File: src/rtl/wb_arbiter.sv
// wb_arbiter: two-port writeback arbiter with ALU starvation guard and pending-write scoreboard
module wb_arbiter #(
    parameter int STARVE_LIMIT = 2
) (
    input  logic        clk,
    input  logic        rst_n,
    input  logic        alu_valid,
    output logic        alu_ready,
    input  logic [4:0]  alu_rd,
    input  logic [31:0] alu_data,
    input  logic        lsu_valid,
    output logic        lsu_ready,
    input  logic [4:0]  lsu_rd,
    input  logic [31:0] lsu_data,
    input  logic        iss_valid,
    input  logic [4:0]  iss_rd,
    input  logic [4:0]  ra1,
    input  logic [4:0]  ra2,
    output logic        busy1,
    output logic        busy2,
    output logic        rf_we,
    output logic [4:0]  rf_wa,
    output logic [31:0] rf_wd
);
    localparam int SW = STARVE_LIMIT < 1 ? 1 : $clog2(STARVE_LIMIT + 1);
    localparam logic [SW-1:0] LIM = SW'(STARVE_LIMIT);
    logic [SW-1:0] starve_cnt;
    logic [31:0]   busy, busy_nx;
    logic          alu_pri, xfer;
    logic [4:0]    wr_rd;
    logic [31:0]   wr_data;
    // Grant: LSU wins ties unless the ALU has lost STARVE_LIMIT times in a row
    always_comb begin
        alu_pri   = starve_cnt == LIM;
        alu_ready = rst_n && alu_valid && (!lsu_valid || alu_pri);
        lsu_ready = rst_n && lsu_valid && !alu_ready;
        xfer      = alu_ready || lsu_ready;
        wr_rd     = alu_ready ? alu_rd : lsu_rd;
        wr_data   = alu_ready ? alu_data : lsu_data;
    end
    // Count consecutive ALU losses, saturating at the limit
    always_ff @(posedge clk or negedge rst_n) begin
        if (!rst_n) starve_cnt <= '0;
        else if (alu_valid && !alu_ready) starve_cnt <= alu_pri ? LIM : starve_cnt + 1'b1;
        else starve_cnt <= '0;
    end
    // Register the granted write; writes to x0 are consumed but not committed
    always_ff @(posedge clk or negedge rst_n) begin
        if (!rst_n) begin
            rf_we <= 1'b0;
            rf_wa <= '0;
            rf_wd <= '0;
        end else begin
            rf_we <= xfer && wr_rd != 5'd0;
            if (xfer && wr_rd != 5'd0) begin
                rf_wa <= wr_rd;
                rf_wd <= wr_data;
            end
        end
    end
    // Next scoreboard state: commit clears, issue sets, set wins on collision
    always_comb begin
        busy_nx = busy;
        if (rf_we) busy_nx[rf_wa] = 1'b0;
        if (iss_valid) busy_nx[iss_rd] = 1'b1;
        busy_nx[0] = 1'b0;
    end
    // Scoreboard register
    always_ff @(posedge clk or negedge rst_n) begin
        if (!rst_n) busy <= '0;
        else busy <= busy_nx;
    end
    assign busy1 = busy[ra1];
    assign busy2 = busy[ra2];
endmodule

File: config.mk
export PLATFORM = sky130hd
export DESIGN_NAME = wb_arbiter
export DESIGN_NICKNAME = d
export VERILOG_FILES = /design/src/rtl/wb_arbiter.sv
export SDC_FILE = /design/constraint.sdc
export NUM_CORES = 1
export LEC_CHECK = 0
export ABC_AREA = 1
export BUFFER_PORTS_ARGS = -buffer_cell sky130_fd_sc_hd__buf_2
export CORE_ASPECT_RATIO = 0.9
export CORE_UTILIZATION = 45
export CTS_CLUSTER_SIZE = 12
export DETAILED_ROUTE_END_ITERATION = 6
export PLACE_DENSITY = 0.72
export SYNTH_ARGS = -nofsm -noshare
export SYNTH_HDL_FRONTEND = slang
export SYNTH_SLANG_ARGS = --single-unit
File: constraint.sdc
create_clock -name clk -period 3.7 [get_ports clk]
set_clock_uncertainty 0.05 [all_clocks]
set_input_delay 0.185 -clock clk [delete_from_list [all_inputs] [get_ports clk]]
set_output_delay 0.185 -clock clk [all_outputs]
set_load 0.01 [all_outputs]
# Word-level counts from Yosys, hierarchy flattened
# Cells that the tools add are included.
dict set report op_classes {
  n_reduce_logical 13
  bitwise 3
  magnitude_cmp 6
  mux 14
  n_eq_ne 1
  addsub 1
}
# op count
set ops {}
lappend ops {{32-bit two-way mux} 3}
lappend ops {{32-bit AND} 1}
lappend ops {{32-bit NOT} 1}
lappend ops {{32-bit OR} 1}
lappend ops {{5-bit by 6-bit less-than comparator with 1-bit output, second input constant} 4}
lappend ops {{1-bit binary-select mux with 5-bit select} 2}
lappend ops {{1-bit demux with 5-bit select} 2}
lappend ops {{5-bit by 1-bit greater-or-equal comparator with 1-bit output, second input constant} 2}
lappend ops {{1-bit logical AND} 8}
lappend ops {{5-bit two-way mux} 1}
lappend ops {{5-bit nonzero test} 1}
lappend ops {{1-bit two-way mux} 4}
lappend ops {{2-bit two-way mux} 2}
lappend ops {{2-bit by 1-bit adder with 2-bit output, second input constant} 1}
lappend ops {{2-bit equality test, second input constant} 1}
lappend ops {{1-bit logical NOT} 2}
lappend ops {{1-bit logical OR} 2}
dict set report totals {
  elab_cells 43
  regBits 71
}

# Depth between registers and ports, before layout
dict set report logic_depth {
  depth_word 9
  depth_mapped 14
}

# Worst setup path after synthesis
# No wires, ideal clock.
dict set report synth_path {
  path_type {register to output}
  start {register starve_cnt[1]}
  end {output lsu_ready}
  slack_ns 2.059
  stages_incl_launch_ff 9
  t_required_ns 3.465
  t_arrival_ns 1.406
  path_cell_list {dfrtp_1 > ha_1 > inv_1 > nand2_2 > nand2_4 > buf_6 > inv_2 > buf_2 > nor3_1}
}
dict set report synth_via {
  elab_chain_len 5
}
# item line_no
set synth_rtl {}
lappend synth_rtl {{start, declared} 27} ;# logic [SW-1:0] starve_cnt;
lappend synth_rtl {{start signal, assigned} 44} ;# else if (alu_valid && !alu_ready) starve_cnt <= alu_pri ? LIM : starve_cnt + 1'b1;
lappend synth_rtl {{2-bit equality test} 34} ;# alu_pri = starve_cnt == LIM;
lappend synth_rtl {{1-bit logical OR} 35} ;# alu_ready = rst_n && alu_valid && (!lsu_valid || alu_pri);
lappend synth_rtl {{1-bit logical AND} 35}
lappend synth_rtl {{net alu_ready} 8} ;# output logic alu_ready,
lappend synth_rtl {{1-bit logical NOT} 36} ;# lsu_ready = rst_n && lsu_valid && !alu_ready;
lappend synth_rtl {{1-bit logical AND} 36}
lappend synth_rtl {{end, declared} 12} ;# output logic lsu_ready,
# The timed path passes the listed nets, and every way through them passes these cells.

# Worst setup path after layout
dict set report layout_path {
  start {register starve_cnt[0]}
  end {register rf_wa[2]}
}
dict set report layout_via {
  elab_chain_len 7
}
# item line_no
set layout_rtl {}
lappend layout_rtl {{2-bit equality test *} 34}
lappend layout_rtl {{1-bit logical OR *} 35}
lappend layout_rtl {{1-bit logical AND *} 35}
lappend layout_rtl {{branches (longest 4 deep; another with 5-bit two-way mux)} n/a}
lappend layout_rtl {{end signal, assigned} 56} ;# rf_wa <= wr_rd;
lappend layout_rtl {{end, declared} 22} ;# output logic [4:0] rf_wa,
# Mark *: on every way between the ends.
# A chain may end at the register's enable or synchronous reset.

==> impl_summary.txt <==
----------------------------------------------------
[Power and ir drop]
  Power per unit of standard cell area ... approximately 480 nW/µm²
  Standby leakage power ... 0.00278 µW
  Maximum vdd drop ... 0.182 mV

[Worst setup path]
  CP max-delay cell ... sky130_fd_sc_hd__nand2_2
  CP bufs+invs ... 2
  Logic depth of the worst register-to-register path ... 9
  Reg-to-Reg End ... rf_wa[2]$_DFFE_PN0P_
  Crit. End Element ... flop
  Critical path's largest stage delay ... 550 ps
  Largest fanout on the critical path ... between 40 and 50
  Kind of launch point of the worst setup path ... flop
  Classification of the worst setup path ... flop to flop
  Critical path cell sequence ... inv_1, ha_1, inv_1, nand2_2, nand2_4, o21ai_4, nand2_2, nand3_1, nand2_1
  CP required ... between 3000 and 4000 ps
  Worst path arrival time ... roughly 2500 ps
  R2R Setup Slk ... 1340 ps
  Launch instance of the worst register-to-register path ... starve_cnt[0]$_DFF_PN0_
  Dominant delay contributor by cell family on the critical path ... simple AND/OR/NAND/NOR gates

[Route]
  Total detailed-routing wirelength ... 11,700 µm
  Vias/cell ... roughly 5.3
  Vias after detailed routing ... 4,371
  Antenna Nets Post-Route ... 0
  DRC marker count from the first detailed-route iteration ... 320
  DRC errors left ... 0
  Detailed-route wire length per cell ... roughly 14 µm
  Number of detailed-routing iterations run before antenna repair ... 6

[Clock tree]
  Buffer type at the clock tree root ... sky130_fd_sc_hd__clkbuf_8
  Hold buffer count at cts ... 0
  CTS tree ... built
  CTS-repair resized insts ... 0
  Clk_lat worst skew ... 330 ps
  CTS H-tree depth ... 3
  Max Root-Sink Buffers ... 2
  Clock net sink count ... between 70 and 80
  Clock transition at the registers of the reported paths ... 70 ps
  Setup Fix Bufs, Post-CTS ... 0
  Total clock buffers created by CTS ... 9

[Global routing]
  Via count of the first global-routing pass ... roughly 3.9k
  Largest net degree at the start of global routing ... 72
  Number of antenna violations at the first check in global routing ... 0
  All-layer global routing usage ... 23.8%
  Global-route wire length before repair ... between 15,000 and 20,000 µm
  Total congestion overflow ... 0

[Finish]
  Fin area ... around 5100 µm²
  Layout cells sized above 1 ... 26.4%
  Number of nets in the layout ... ~800
  N_diodes ... 0
  Synth-to-Final Area Change ... 18.4%

[STA]
  Max-Slew Margin vs Limit ... between 30% and 40%
  Setup violators final ... 0
  Setup Total Neg Slack ... 0 ps
  Worst slew pin tran ... between 900 and 1000 ps
  Shortest clock period the worst path allows after layout ... about 2400 ps
  Ratio of final minimum period to clock period ... between 60% and 70%
  Final number of hold-violating endpoints ... 0
  Max frequency ... between 400 and 500 MHz
  Final max-slew violation count ... 0
  RSZ-0062 raised after global routing ... false

[Logic synthesis]
  Net count of the mapped netlist ... ~700
  Sequential cell area fraction in the yosys report ... between 40% and 50%
  Post-synthesis cell count ... about 590
  Synth Area per Inst ... between 7 and 8 µm²
  Number of distinct library cells after synthesis ... 24
  Mapped Area ... between 4000 and 5000 µm²
  Flops & latches, synth ... slightly above 70
  Count of warnings emitted by yosys ... 0

[Place]
  Count of buffers from port buffering ... about 140
  GPL Wtd Cong ... about 0.91
  Placed cell area ... 4920 µm²
  HPWL after DPL ... between 8000 and 9000 µm

[Floorplan]
  Effective utilization at floorplan ... a little under half
  DIE WIDTH ... approximately 110 µm
  Io pins ... 136
  Total core area ... 9210 µm²
  Die Area ... roughly 9900 µm²
  Die span in y ... ~95 µm
  Floorplan row count ... 33

[Status]
  Run status ... finished clean

[Hold path]
  Hold Crit Class ... input pin to asynchronous set/reset pin

[Job]
  Number of maximum-capacitance violations ... 0

----------------------------------------------------
## how the worst max path moves through the flow
stage	from	end	slack [ps]	cells after the start
after floorplan	starve_cnt[1]$_DFF_PN0_	lsu_ready	2060	8
after global placement	starve_cnt[0]$_DFF_PN0_	rf_wd[30]$_DFFE_PN0P_	1470	9
after detailed placement	starve_cnt[0]$_DFF_PN0_	rf_wa[2]$_DFFE_PN0P_	1350	9
after CTS	starve_cnt[0]$_DFF_PN0_	lsu_ready	1320	8
after global routing	starve_cnt[0]$_DFF_PN0_	rf_wa[2]$_DFFE_PN0P_	1080	9
final	starve_cnt[0]$_DFF_PN0_	rf_wa[2]$_DFFE_PN0P_	1340	9
## registers in the layout, indices dropped and copies added (netlist names)
signal,count
rf_wd,32
rf_we,1
busy,31
starve_cnt,2
rf_wa,5
## synthesized netlist by cell type
cell type | number | share of area, %
sky130_fd_sc_hd__buf_1 | 2 | 0.17
sky130_fd_sc_hd__nand2_4 | 3 | 0.79
sky130_fd_sc_hd__dfrtp_1 | 71 | 41
sky130_fd_sc_hd__nand3_1 | 127 | 15
sky130_fd_sc_hd__clkbuf_1 | 5 | 0.44
sky130_fd_sc_hd__nor3_1 | 1 | 0.12
sky130_fd_sc_hd__inv_1 | 31 | 2.7
sky130_fd_sc_hd__buf_4 | 4 | 0.70
sky130_fd_sc_hd__buf_2 | 12 | 1.4
sky130_fd_sc_hd__clkinv_2 | 1 | 0.12
sky130_fd_sc_hd__o21ai_0 | 64 | 7.5
sky130_fd_sc_hd__nor2_4 | 2 | 0.52
sky130_fd_sc_hd__o21ai_1 | 1 | 0.12
sky130_fd_sc_hd__ha_1 | 2 | 0.58
sky130_fd_sc_hd__nand2_1 | 219 | 19
sky130_fd_sc_hd__o21ai_4 | 1 | 0.38
sky130_fd_sc_hd__buf_6 | 4 | 1.0
sky130_fd_sc_hd__nand3_4 | 1 | 0.41
sky130_fd_sc_hd__nand2_2 | 7 | 1.0
sky130_fd_sc_hd__inv_2 | 2 | 0.17
sky130_fd_sc_hd__a21oi_1 | 2 | 0.23
sky130_fd_sc_hd__and3_1 | 2 | 0.29
sky130_fd_sc_hd__nand3_2 | 20 | 4.7
sky130_fd_sc_hd__buf_12 | 3 | 1.4
## cell type report
| class | count | area, µm² |
|---|---|---|
| inverters | 34 | 129 |
| repair buffers | 137 | 691 |
| multi-input cells | 452 | 2170 |
| flip-flops and latches | 71 | 1780 |
| well taps | 122 | 153 |
| clock buffers | 13 | 159 |
| clock inverters | 1 | 5.00 |
| fillers | 902 | 4120 |
## kinds of logic (layout without fill, tap and decap cells)
group | count (synthesis) | after routing | synth area share (%)
AOI/OAI and AO/OA | 68 | 68 | 8.18
adders and majority gates | 2 | 2 | 0.582
buffers and inverters | 64 | 185 | 8.15
DFF | 71 | 71 | 41.4
and+or+nand+nor | 382 | 382 | 41.7
## worst reg2reg max path: cells and delay by family, from the launching register on
kind | cells | cell delay, ps
flip-flops | 1 | 360
AO/OA/AOI/OAI | 1 | 260
buffers and inverters | 2 | 120
AND/OR/NAND/NOR | 5 | 1310
adder cells (fa/ha/maj) | 1 | 150
## per-layer routing
metal / GRT usage, % / vias up / share of wire [%]
met1: 33.2 / 2030 / 46
met2: 38.0 / 157 / 48
met5: 0 / - / 0
met4: 9.15 / 0 / 0.98
met3: 2.76 / 10 / 5.6
li1: - / 2174 / -
## report_power, final
group          internal, µW  switching (µW)
logic                   280             442
registers               990             182
clock network           272             258
## stage by stage
step / power, µW / setup slack [ps] / std cells / hold WS (ps) / util (%)
final: 2420 / 1340 / 830 / 71.7 / 55.2
after global routing: 2580 / 1080 / 830 / 79.5 / 55.2
after CTS: 2420 / 1320 / 830 / 65.4 / 55.2
after detailed placement: 1900 / 1350 / 816 / 416 / 53.5
after global placement: 1860 / 1470 / 816 / 405 / 53.5
after floorplan: 1620 / 2060 / 587 / -161 / -
## placed cells by master, fill, tap and decap left out
cell                         n
sky130_fd_sc_hd__nand2_1   219
sky130_fd_sc_hd__buf_2     135
sky130_fd_sc_hd__nand3_1   127
sky130_fd_sc_hd__dfrtp_1    71
sky130_fd_sc_hd__o21ai_0    64
sky130_fd_sc_hd__inv_1      31
sky130_fd_sc_hd__nand3_2    20
sky130_fd_sc_hd__clkbuf_8   11
sky130_fd_sc_hd__nand2_2     7
sky130_fd_sc_hd__nand2_4     3
sky130_fd_sc_hd__clkinv_2    2
sky130_fd_sc_hd__and3_1      2
sky130_fd_sc_hd__inv_2       2
sky130_fd_sc_hd__nor2_4      2
sky130_fd_sc_hd__a21oi_1     2
sky130_fd_sc_hd__ha_1        2
sky130_fd_sc_hd__clkbuf_1    2
sky130_fd_sc_hd__buf_4       2
sky130_fd_sc_hd__o21ai_2     1
sky130_fd_sc_hd__o21ai_4     1
sky130_fd_sc_hd__nor3_1      1
sky130_fd_sc_hd__nand3_4     1
No activity file was read; power rests on OpenSTA's default activity.
